[config.mk]
export PLATFORM = sky130hd
export DESIGN_NAME = gray_stream_conv
export DESIGN_NICKNAME = d
export VERILOG_FILES = /design/src/rtl/gray_stream_conv.sv
export SDC_FILE = /design/constraint.sdc
export NUM_CORES = 1
export LEC_CHECK = 0
export BUFFER_PORTS_ARGS = -buffer_cell sky130_fd_sc_hd__buf_2
export CORE_MARGIN = 2
export CORE_UTILIZATION = 62
export CTS_CLUSTER_DIAMETER = 50
export DETAILED_ROUTE_END_ITERATION = 16
export PLACE_DENSITY = 0.82
export SYNTH_ARGS = -nofsm -noshare
export SYNTH_HDL_FRONTEND = slang
export SYNTH_SLANG_ARGS = --single-unit
[constraint.sdc]
create_clock -name clk -period 14.7 [get_ports clk]
set_input_delay 0.735 -clock clk [delete_from_list [all_inputs] [get_ports clk]]
set_output_delay 0.735 -clock clk [all_outputs]
set_load 0.1 [all_outputs]
[src/rtl/gray_stream_conv.sv]
// Serial R,G,B to weighted grayscale converter with per-frame pixel counting.
// Optional GRAY_STREAM_ROUND_EN: round-half-up before the shift instead of truncating.
module gray_stream_conv #(
  parameter int DATA_W = 8,
  parameter int IMG_W  = 64,
  parameter int IMG_H  = 64,
  parameter int COEF_W = 9,
  parameter int CR     = 77,
  parameter int CG     = 150,
  parameter int CB     = 29,
  parameter int SHIFT  = 8
) (
  input  logic                                 clk,
  input  logic                                 rst,
  input  logic                                 start,
  input  logic [DATA_W-1:0]                    in_data,
  input  logic                                 in_valid,
  output logic                                 in_ready,
  output logic [DATA_W-1:0]                    out_data,
  output logic                                 out_valid,
  input  logic                                 out_ready,
  output logic                                 busy,
  output logic                                 done,
  output logic [$clog2(IMG_W*IMG_H+1)-1:0]     pix_cnt
);
  localparam int NPIX  = IMG_W * IMG_H;
  localparam int CNT_W = $clog2(NPIX + 1);
  localparam int ACC_W = DATA_W + COEF_W + 2;
  localparam int SUM_W = ACC_W + 1;

  typedef enum logic [1:0] {IDLE, FILL, CALC, OUTPUT} state_t;

  state_t            state, state_nxt;
  logic [1:0]        ch_idx;
  logic [DATA_W-1:0] r_q, g_q, b_q;
  logic              in_xfer, out_xfer, last_pix;
  logic [ACC_W-1:0]  acc;
  logic [SUM_W-1:0]  sum, shifted;
  logic [DATA_W-1:0] pix_res;

  assign in_ready  = (state == FILL);
  assign out_valid = (state == OUTPUT);
  assign in_xfer   = in_valid & in_ready;
  assign out_xfer  = out_valid & out_ready;
  assign last_pix  = (pix_cnt == CNT_W'(NPIX - 1));

  // Full-width weighted sum; the extra sum bit absorbs the rounding add.
  always_comb begin
    acc = ACC_W'(CR) * ACC_W'(r_q) + ACC_W'(CG) * ACC_W'(g_q) + ACC_W'(CB) * ACC_W'(b_q);
`ifdef GRAY_STREAM_ROUND_EN
    sum = {1'b0, acc} + (SUM_W'(1) << (SHIFT - 1));
`else
    sum = {1'b0, acc};
`endif
    shifted = sum >> SHIFT;
    pix_res = (|shifted[SUM_W-1:DATA_W]) ? {DATA_W{1'b1}} : shifted[DATA_W-1:0];
  end

  always_comb begin
    state_nxt = state;
    case (state)
      IDLE:    if (start) state_nxt = FILL;
      FILL:    if (in_xfer && ch_idx == 2'd2) state_nxt = CALC;
      CALC:    state_nxt = OUTPUT;
      OUTPUT:  if (out_xfer) state_nxt = last_pix ? IDLE : FILL;
      default: state_nxt = IDLE;
    endcase
  end

  always_ff @(posedge clk) begin
    if (rst) begin
      state    <= IDLE;
      ch_idx   <= '0;
      r_q      <= '0;
      g_q      <= '0;
      b_q      <= '0;
      out_data <= '0;
      pix_cnt  <= '0;
      busy     <= 1'b0;
      done     <= 1'b0;
    end else begin
      state <= state_nxt;
      done  <= 1'b0;
      case (state)
        IDLE: if (start) begin
          busy    <= 1'b1;
          pix_cnt <= '0;
          ch_idx  <= '0;
        end
        FILL: if (in_xfer) begin
          case (ch_idx)
            2'd0:    r_q <= in_data;
            2'd1:    g_q <= in_data;
            default: b_q <= in_data;
          endcase
          ch_idx <= (ch_idx == 2'd2) ? 2'd0 : ch_idx + 2'd1;
        end
        CALC: out_data <= pix_res;
        OUTPUT: if (out_xfer) begin
          pix_cnt <= pix_cnt + CNT_W'(1);
          if (last_pix) begin
            done <= 1'b1;
            busy <= 1'b0;
          end
        end
        default: ;
      endcase
    end
  end
endmodule

Word-level counts from Yosys, hierarchy flattened

Cells that the tools add are included.

$lt $le $gt $ge: 0
Reduce and logical (&&, ||, !) cells: 15
Add/subtract/negate cells: 4
Equality and inequality tests: 11
Multipliers: 3
Divide/modulo/power cells: 0
Mux-type cells: 18
Shift-type cells: 0
Bitwise operators: 5

Operators by type and width:

| operator              | count |
|---|---|
| $mul 7x8->15 const A  | 2 |
| $mux 13               | 2 |
| $pmux 13 s2           | 1 |
| $add 17x13->18        | 1 |
| $reduce_and 3->1      | 6 |
| $add 15x16->17        | 1 |
| $add 13x1->13 const B | 1 |
| $eq 13x12->1 const B  | 1 |
| $mul 5x8->13 const A  | 1 |
| $mux 2                | 6 |
| $mux 8                | 1 |
| $ne 2x1->1 const B    | 4 |
| $pmux 2 s4            | 1 |
| $eq 2x2->1 const B    | 3 |
| $reduce_or 3->1       | 2 |
| $mux 1                | 5 |
| $eq 2x1->1 const B    | 2 |
| $logic_not 2->1       | 2 |
| $pmux 2 s2            | 1 |
| $reduce_and 4->1      | 1 |
| $reduce_bool 2->1     | 2 |
| $not 1->1             | 3 |
| $add 2x1->2 const B   | 1 |
| $and 1x1->1           | 2 |
| other kinds (4)       | 4 |

Logic and storage cells: 65
Output and inout port bits: 25
Bits of input ports: 13
ROM bits: 0
Register bits after elaboration: 51
Bits in latches: 0
Memories: 0
RAM bits: 0

Logic depth before layout (Yosys ltp)

Gate-level depths: netlist of the first run.

Depth after elaboration: 5
Depth in mapped cells: 24
Gate-level depth less buffers: 24

Worst setup path before layout of the first run

No wires, ideal clock.

Path kind: reg2reg
Start: register g_q[6]
End: register out_data[0]
Period minus slack after synthesis: 5884 ps
Cell stages (with the launch flop): 21
Path slack: 8816 ps
Data arrival time: 5798 ps
Path buffers: 0
Library setup time: 86 ps
Required time: 14614 ps
Path through: dfxtp_1 -> ha_1 -> ha_1 -> inv_1 -> fa_1 -> fa_1 -> inv_1 -> ha_1 -> xnor2_1 -> fa_1 -> fa_1 -> inv_1 -> fa_1 -> fa_1 -> inv_1 -> ha_1 -> o211ai_1 -> o211ai_1 -> nand2_1 -> o31a_1 -> a211oi_1

Word-level cells in the longest chain between the ends: 5

Ends and longest elaborated chain:

| element                  | RTL line | source |
|---|---|---|
| start: declaration       | 35       | `logic [DATA_W-1:0] r_q, g_q, b_q;` |
| start signal: assignment | 93       | `2'd1: g_q <= in_data;` |
| $mul 7x8->15 (*)         | 49       | `acc = ACC_W'(CR) * ACC_W'(r_q) + ACC_W'(CG) * ACC_W'(g_q) + ACC_W'(CB) * ACC_W'(b_q);` |
| $add 15x16->17 (*)       | 49       |  |
| $add 17x13->18 (*)       | 49       |  |
| $reduce_or 3->1          | 56       | `pix_res = (\|shifted[SUM_W-1:DATA_W]) ? {DATA_W{1'b1}} : shifted[DATA_W-1:0];` |
| $mux 8 (*)               | 56       |  |
| end signal: assignment   | 98       | `CALC: out_data <= pix_res;` |
| end: declaration         | 19       | `output logic [DATA_W-1:0] out_data,` |

Mark *: on every way between the ends. The rest lies on a longest branch, timed or not.
A chain may end at the register's enable or synchronous reset.

Final worst setup path of the first run

Start: register g_q[4]
End: register out_data[2]

The elaborated chain is that of the path after synthesis.

==> results of run 1 <==
## routing by layer
layer  wire length [um]  vias up  track usage [%]
li1                   -     1963                -
met1               4342     1962            29.90
met2               5708       97            49.47
met3                404       30            3.557
met4                383        0            10.95
met5                  0        -                0
## per-stage QoR
| stage | cell area (um^2) | hold WS (ns) | power [mW] | worst slack, ns |
|---|---|---|---|---|
| final | 5565 | 0.4765 | 0.5405 | 8.248 |
| after global routing | 5565 | 0.5266 | 0.5796 | 7.860 |
| after CTS | 5565 | 0.4756 | 0.5439 | 8.245 |
| after detailed placement | 5470 | 0.4612 | 0.4572 | 8.283 |
| after global placement | 5470 | 0.4611 | 0.4437 | 8.563 |
| after floorplan | 5187 | 0.4785 | 0.4008 | 8.816 |
## power breakdown
group	total, mW	switching (mW)	leakage [nW]	internal (mW)
combinational	0.281	0.196	2.45	0.0850
clock	0.0870	0.0483	0.0484	0.0387
sequential	0.172	0.0173	0.413	0.155
## flip-flops by register name, summed over array words and instances, names as in the netlist
register / cells
state: 2
r_q: 8
b_q: 8
busy: 1
g_q: 8
out_data: 8
pix_cnt: 13
done: 1
ch_idx: 2
## worst max-delay path by stage
stage / cells past startpoint / to / startpoint
2_1_floorplan: 20 / out_data[0] / g_q[6]
3_3_place_gp: 23 / out_data[4] / g_q[4]
5_1_grt: 23 / out_data[1] / g_q[4]
3_5_place_dp: 23 / out_data[4] / g_q[4]
4_1_cts: 23 / out_data[0] / g_q[4]
6_report: 23 / out_data[2] / g_q[4]
## cells in the final DEF (no fill, tap or decap), types with 2 or more instances in the layout
cell type	n
a22oi_1	3
or3_1	3
xnor2_1	10
nand4_1	4
o21ai_0	15
xor2_1	12
o211ai_1	6
a21o_1	4
o21a_1	7
fa_1	55
nor2b_1	4
and2_1	2
a21oi_1	38
nand2b_1	8
mux2i_1	3
nand3_1	11
and3_1	4
clkbuf_8	6
a31oi_1	2
ha_1	90
nor3_1	4
buf_2	37
nand2_1	62
nor4_1	2
nor2_1	31
dfxtp_1	51
o221a_2	2
inv_1	101
or2_2	3
o31ai_1	2
a211oi_1	8
## worst max-delay path, delay by kind of cell (launching register included)
| family | cells | cell delay (ns) |
|---|---|---|
| simple gates | 3 | 0.38 |
| flops | 1 | 0.44 |
| xor+xnor | 1 | 0.16 |
| compound gates | 6 | 1.49 |
| fa+ha+maj | 9 | 3.71 |
| buf+inv | 4 | 0.20 |
## final cells by class
| cell class | count | area [um^2] | area share, % |
|---|---|---|---|
| Timing Repair Buffer | 37 | 185.2 | 3.327 |
| Tap cell | 105 | 131.4 | 2.361 |
| Clock buffer | 7 | 86.33 | 1.551 |
| Sequential cell | 51 | 1021 | 18.35 |
| Inverter | 101 | 379.1 | 6.812 |
| Clock inverter | 1 | 8.758 | 0.1574 |
| Multi-Input combinational cell | 413 | 3754 | 67.45 |
## kinds of logic (layout without fill, tap and decap cells)
group | count (synthesis) | count (layout) | share of synthesized area (%)
fa+ha+maj | 145 | 145 | 42.93
flops | 51 | 51 | 19.68
simple gates | 149 | 149 | 13.84
mux | 3 | 3 | 0.5789
compound gates | 94 | 94 | 11.29
buf+inv | 110 | 146 | 7.959
xor+xnor | 22 | 22 | 3.714
==> flow_summary.toml, run 1 <==
[grt]
grt_pass1_vias = 4251
grt_overflow = 0
antenna_found_initial = 0
grt_pass1_wl_mm = 18.78
grt_start_max_net_pins = 42
grt_usage_pct = 26.38

[die]
die_height_um = 95.47
core-area_mm2 = 0.008175
num_io_pins = 38
dieArea_mm2 = 0.009115
die_x_um = 95.47
initial_core_util_pct = 63.45
rows = 33

[timing]
finClkSkew_ns = 0.007412
rsz0062_at_grt = "false"
slew_viol_final = 0
finalCritPeriodShare_pct = 43.89
fmax_mhz = 155.0
min_period_ns = 6.452
finalSetupViolations = 0
hold_viol_final = 0
maxSlewHeadroom_pct = 51.04
finalSetupTns_ns = 0
tightest_slew_ns = 0.7344

[synthesis]
yosysTopAreaCell = "ha_1"
yosysMostFrequentCell = "inv_1"
yosys.area.top_type_share_pct = 21.71
ys_types = 48
yosys_warnings = 0
synth.avg_cell_area_um2 = 9.037
synth_edf_count = 0
synth-main-ff-cell = "dfxtp_1"
syn_nets = 732
synth_common_cells = "101 x inv_1, 90 x ha_1, 62 x nand2_1"
ys_seq_area_share_pct = 19.68
async_flop_share_pct = 0
yosys-top-cells-area = "ha_1 22%, fa_1 21%, dfxtp_1 20%"
ys_seq_elements = 51
syn_area_mm2 = 0.005187
syn_inst = 574

[critical_path]
required_ns = 14.92
critPathMaxFanout = 5
regToRegSetupSlack_ns = 8.25
cpMostUsedCell = "fa_1"
r2r-end = "out_data[2]"
cp-end-kind = "flop"
crit_slowest_cell = "fa_1"
path_class = "reg -> reg"
r2r_cells = 23
path_cells = "ha_1 -> ha_1 -> inv_1 -> fa_1 -> inv_1 -> ha_1 -> nand2_1 -> a2bb2oi_1 -> nand2b_1 -> a21oi_1 -> xnor2_1 -> fa_1 -> fa_1 -> inv_1 -> fa_1 -> fa_1 -> inv_1 -> ha_1 -> o211ai_1 -> o211ai_1 -> nand2_1 -> o31a_1 -> a211oi_1"
critPathMaxStageDelay_ns = 0.55
arrival_ns = 6.67
start_kind = "flop"
r2r-start = "g_q[4]"

[routing]
vias_per_cell = 5.667
vias = 4052
wl_per_cell_um = 15.16
drc = 0
drt_iter0_drc = 153
wl_mm = 10.84
antenna_left = 0
drtPass1Iterations = 5

[layout]
fill_cells = 669
stdcell_count = 715
nets = 767
fin_util_pct = 68.07
antenna_cells = 0
areaGrowthSynthToFinish_pct = 7.284
layout-drive-gt1-share_pct = 8.852

[clocking]
cts-resized-gates = 0
cts_setup_buffers = 0
ctsLongestPathBuffers = 2
clk_latency_ns = 0.31
cts_max_level = 2
cts.sinks = 51
clk_pin_slew_ns = 0.10
cts_tree = "built"
cts_made_buffers = 5
ctsHoldBuffers = 0
cts_root_buffer = "clkbuf_8"

[min_path]
holdPathEnd = "busy"
min_path_type = "reg -> reg"
holdCritStartpoint = "busy"
hold_depth = 2

[outcome]
status = "finished, final reports clean"

[placement]
port_buffers = 37
place_congestion = 0.8497
place_inst = 707
place_hpwl_mm = 8.871

[job]
maxCapViolCount = 0

[pwr]
p_per_area_mw_per_mm2 = 97.11
p_leak_nw = 2.910
peakVddDrop_v = 0.0001094
(Power assumes the default switching activity.)
==> run 2: changes to the inputs <==
--- a/config.mk
+++ b/config.mk
@@ -7,10 +7,10 @@
 export LEC_CHECK = 0
 export BUFFER_PORTS_ARGS = -buffer_cell sky130_fd_sc_hd__buf_2
 export CORE_MARGIN = 2
-export CORE_UTILIZATION = 62
+export CORE_UTILIZATION = 56
 export CTS_CLUSTER_DIAMETER = 50
 export DETAILED_ROUTE_END_ITERATION = 16
-export PLACE_DENSITY = 0.82
+export PLACE_DENSITY = 0.78
 export SYNTH_ARGS = -nofsm -noshare
 export SYNTH_HDL_FRONTEND = slang
 export SYNTH_SLANG_ARGS = --single-unit
==> constraint.sdc (replaced) <==
create_clock -name clk -period 5.6 [get_ports clk]
set_input_delay 0.28 -clock clk [delete_from_list [all_inputs] [get_ports clk]]
set_output_delay 0.28 -clock clk [all_outputs]
set_load 0.1 [all_outputs]
==> flow_summary.toml, run 2 (same netlist as run 1, synthesis figures left out) <==
[layout]
layout-drive-gt1-share_pct = 19.18
final_cell_mix = "95 x inv_1, 75 x ha_1, 60 x nand2_1"
regMostFlops = "pix_cnt"
layout_commonest_cell = "inv_1"
areaGrowthSynthToFinish_pct = 17.05
largest_reg_flops = 13
fin_util_pct = 66.66
stdcell_count = 747
design_area_mm2 = 0.006072
nets = 794
antenna_cells = 0

[timing]
tightest_slew_ns = 0.8203
fmax_mhz = 174.3
fin_ws_ns = -0.1375
rsz0062_at_grt = "true"
finalCritPeriodShare_pct = 102.5
maxSlewHeadroom_pct = 45.31
hold_viol_final = 0
finalSetupViolations = 8
min_period_ns = 5.737
slew_viol_final = 0
finClkSkew_ns = 0.01635

[clocking]
clk_latency_ns = 0.32
clk_pin_slew_ns = 0.10
cts_made_buffers = 5
ctsHoldBuffers = 0
cts_tree = "built"
cts.sinks = 51
ctsLongestPathBuffers = 2
cts_root_buffer = "clkbuf_8"
cts_max_level = 2

[die]
die_height_um = 100.2
dieArea_mm2 = 0.01005
die_x_um = 100.2
core-area_mm2 = 0.009109
num_io_pins = 38
rows = 35
initial_core_util_pct = 56.95

[routing]
wl_mm = 11.84
vias = 4152
vias_per_cell = 5.558
antenna_left = 0
drtPass1Iterations = 5
drc = 0
drt_iter0_drc = 142
wl_per_cell_um = 15.84

[min_path]
min_path_type = "in -> reg"

[grt]
grt_pass1_vias = 4466
grt_overflow = 0
antenna_found_initial = 0
grt_pass1_wl_mm = 20.36
grt_usage_pct = 25.49
grt_start_max_net_pins = 42

[outcome]
status = "finished with violations"
violations = "setup timing"

[placement]
place_ws_ns = -0.2712
place_hpwl_mm = 9.212
place_congestion = 0.9113
place_inst = 737
port_buffers = 37
place_area_mm2 = 0.005749

[critical_path]
arrival_ns = 5.97
cp-end-kind = "flop"
required_ns = 5.83
critPathMaxFanout = 5
path_class = "reg -> reg"
start_kind = "flop"

[job]
maxCapViolCount = 0

[pwr]
p_leak_nw = 3.024
peakVddDrop_v = 0.0002415
fin_total_pwr_mw = 1.519
p_per_area_mw_per_mm2 = 250.2
==> run 2: cell count changes in the layout (fill, tap and decap cells not counted), moves of 6 or more <==
cell / delta
inv_1: -6
ha_1: -15
ha_4: +15
inv_2: +6
buf_4: +27
==> run 2: timing repair <==
action	in CTS	in global routing
setup buffers	3	0
gates resized for setup	23	8
setup endpoints to repair	8	8
endpoints found under the hold margin	0	0
gates cloned	0	0
pin swaps	27	4
==> run 2: final timing paths <==
path | endpoint | from | depth (start not counted) | slack (ns)
hold / removal | g_q[0] | in_data[0] | 3 | 0.22
setup / recovery | out_data[1] | g_q[4] | 20 | -0.14
hold reg to reg | out_data[0] | out_data[0] | 2 | 0.48
setup reg to reg | out_data[1] | g_q[4] | 20 | -0.14
==> run 2: worst max-delay path, stage by stage (launching register included) <==
cell	delay [ns]
dfxtp_4	0.38
ha_4	0.22
ha_4	0.26
inv_2	0.04
fa_1	0.47
fa_1	0.53
inv_2	0.06
ha_4	0.29
xnor2_2	0.12
fa_1	0.45
fa_1	0.52
inv_1	0.05
fa_2	0.42
fa_1	0.52
inv_2	0.05
ha_4	0.25
o211ai_1	0.09
o211ai_1	0.28
nand2_2	0.08
o31a_1	0.34
a211oi_2	0.21
==> run 2: per-stage QoR <==
stage	setup TNS, ns	hold slack (ns)
after CTS	-0.8638	0.2208
after floorplan	0	0.4084
final	-0.9459	0.2181
after global placement	-1.229	0.4616
after global routing	-2.326	0.2372
after detailed placement	-1.818	0.4654
==> run 2: layer usage <==
metal	GRT usage, %	up-vias	share of wire (%)
met3	2.994	24	3.7
li1	-	2012	-
met4	8.325	0	2.5
met5	0	-	0
met2	45.95	87	51
met1	31.74	2029	43
==> run 2: cell type report <==
type | instances | area [um^2]
clock buffer | 5 | 68.82
sequential | 51 | 1028
tap | 111 | 138.9
timing repair buffer | 64 | 387.9
clock inverter | 2 | 37.54
fill | 716 | 3037
multi-input combinational | 413 | 4031
inverter | 101 | 379.1
==> run 2: where the power goes <==
group          internal, mW  switching [mW]
registers             0.407          0.0449
logic                 0.257           0.544
clock network         0.131           0.134
total                 0.796           0.723
==> run 3: changes to the inputs <==
--- a/config.mk
+++ b/config.mk
@@ -10,7 +10,7 @@
 export CORE_UTILIZATION = 56
 export CTS_CLUSTER_DIAMETER = 50
 export DETAILED_ROUTE_END_ITERATION = 16
-export PLACE_DENSITY = 0.78
+export PLACE_DENSITY = 0.8
 export SYNTH_ARGS = -nofsm -noshare
 export SYNTH_HDL_FRONTEND = slang
 export SYNTH_SLANG_ARGS = --single-unit
==> flow_summary.toml, run 3 (same netlist as run 1, synthesis figures left out) <==
[clocking]
cts_tree = "built"
cts_max_level = 2
cts_made_buffers = 5
cts.sinks = 51
ctsLongestPathBuffers = 2
clk_pin_slew_ns = 0.10
cts_root_buffer = "clkbuf_8"
clk_latency_ns = 0.32

[pwr]
intPower_mw = 0.8018
p_leak_nw = 3.030
swShare_pct = 47.50
p_seq_share_pct = 29.6
fin_total_pwr_mw = 1.527
clkPwrFrac_pct = 17.2
peakVddDrop_v = 0.0002623
power_switching_mw = 0.7256
pwr-share-comb_pct = 53.2
p_per_area_mw_per_mm2 = 250.4

[placement]
place_hpwl_mm = 9.486
port_buffers = 37
place_area_mm2 = 0.005757
place_congestion = 0.9043

[grt]
grt_overflow = 0
antenna_found_initial = 0
grt_start_max_net_pins = 42
grt_pass1_vias = 4455
grt_usage_pct = 25.46
grt_pass1_wl_mm = 20.44

[min_path]
hold_depth = 3
min_path_type = "in -> reg"
holdCritStartpoint = "in_data[4]"
holdPathEnd = "r_q[4]"

[routing]
wl_mm = 12.24
wl_per_cell_um = 16.34
drt_iter0_drc = 203
antenna_left = 0
vias = 4238
drc = 0
vias_per_cell = 5.658
drtPass1Iterations = 5

[layout]
design_area_mm2 = 0.006101
antenna_cells = 0
layout-drive-gt1-share_pct = 20.85
nets = 796
areaGrowthSynthToFinish_pct = 17.61
fill_cells = 693
layout_commonest_cell = "inv_1"
largest_reg_flops = 13
regMostFlops = "pix_cnt"
final_cell_mix = "93 x inv_1, 73 x ha_1, 60 x nand2_1"

[critical_path]
crit_family = "adder cells"
critPathMaxFanout = 5
critPathMaxStageDelay_ns = 0.56
crit_slowest_cell = "fa_1"
path_cells = "ha_4 -> ha_1 -> ha_4 -> fa_1 -> ha_4 -> a21oi_2 -> inv_1 -> a21oi_2 -> xnor2_1 -> ha_1 -> fa_1 -> inv_2 -> fa_1 -> fa_1 -> inv_2 -> ha_4 -> o211ai_1 -> o211ai_1 -> nand2_2 -> o31a_1 -> a211oi_2"
worst-path-buf-inv = 3
arrival_ns = 5.94
path_class = "reg -> reg"
r2r_cells = 21
start_kind = "flop"
r2r-end = "out_data[1]"
regToRegSetupSlack_ns = -0.09
required_ns = 5.84
r2r-start = "g_q[3]"
cp-end-kind = "flop"

[die]
die_height_um = 100.2
dieArea_mm2 = 0.01005
core-area_mm2 = 0.009109
num_io_pins = 38
die_x_um = 100.2
rows = 35
initial_core_util_pct = 56.95

[timing]
min_period_ns = 5.695
fmax_mhz = 175.6
tightest_slew_ns = 0.8338
finalSetupViolations = 7
finalCritPeriodShare_pct = 101.7
finClkSkew_ns = 0.01038
slew_viol_final = 0
rsz0062_at_grt = "true"
timing.hold.ws_ns = 0.2358
maxSlewHeadroom_pct = 44.42
hold_viol_final = 0
fin_ws_ns = -0.09464

[outcome]
violations = "setup timing"
status = "finished with violations"

[job]
maxCapViolCount = 0
[run 3: cell types whose count changed in the layout (fill, tap and decap cells not counted), sizes merged]
| cell | delta |
|---|---|
| buf | +2 |
[run 3: stage by stage]
| step | TNS (ns) | std cells | setup slack [ns] | utilization (%) |
|---|---|---|---|---|
| 5_1_grt | -2.073 | 749 | -0.2911 | 66.98 |
| 3_5_place_dp | -2.072 | 738 | -0.3335 | 63.20 |
| 3_3_place_gp | -1.160 | 738 | -0.1760 | 63.20 |
| 4_1_cts | -0.9230 | 749 | -0.1721 | 65.85 |
| 6_report | -0.4636 | 749 | -0.09464 | 66.98 |
| 2_1_floorplan | 0 | 574 | 0.01884 | - |
[run 3: final cells by class]
type                            count  area [um^2]  share of cell area [%]
Multi-Input combinational cell    413         4041                   66.24
Sequential cell                    51         1032                   16.92
Timing Repair Buffer               66        402.9                   6.604
Inverter                          101        379.1                   6.214
Tap cell                          111        138.9                   2.276
Clock buffer                        5        68.82                   1.128
Clock inverter                      2        37.54                  0.6153
[run 3: repair_timing]
item / 4_1_cts / 5_1_grt
hold buffers: 0 / 0
pin swaps: 32 / 16
gates resized for setup: 19 / 22
hold endpoints to repair: 0 / 0
buffers inserted: 4 / 0
setup endpoints to repair: 8 / 8
[run 3: power groups by stage]
| stage | registers, mW | logic, mW | clock network (mW) |
|---|---|---|---|
| 2_1_floorplan | 0.631 | 0.434 | 0 |
| 3_3_place_gp | 0.459 | 0.744 | 0 |
| 3_5_place_dp | 0.461 | 0.767 | 0 |
| 4_1_cts | 0.453 | 0.789 | 0.268 |
| 5_1_grt | 0.459 | 0.900 | 0.275 |
| 6_report | 0.452 | 0.813 | 0.262 |
[run 3: worst max-delay path by stage]
| stage | cells after the start | endpoint | slack (ns) | startpoint |
|---|---|---|---|---|
| after floorplan | 20 | out_data[0] | 0.02 | g_q[4] |
| after global placement | 20 | out_data[0] | -0.18 | g_q[4] |
| after detailed placement | 21 | out_data[0] | -0.33 | g_q[4] |
| after CTS | 21 | out_data[2] | -0.17 | g_q[4] |
| after global routing | 22 | out_data[1] | -0.29 | g_q[2] |
| final | 21 | out_data[1] | -0.09 | g_q[3] |
[run 3: tightest hold or removal path, stage by stage]
cell	delay, ns
buf_2	0.12
nand2_1	0.05
a21oi_1	0.05
[run 3: metal layers]
layer	vias to the layer above	GRT usage, %	part of all wire (%)
met3	34	2.228	3.8
met5	-	0	0
met2	109	46.98	53
met4	0	10.22	3.4
met1	2075	30.41	40
li1	2020	-	-
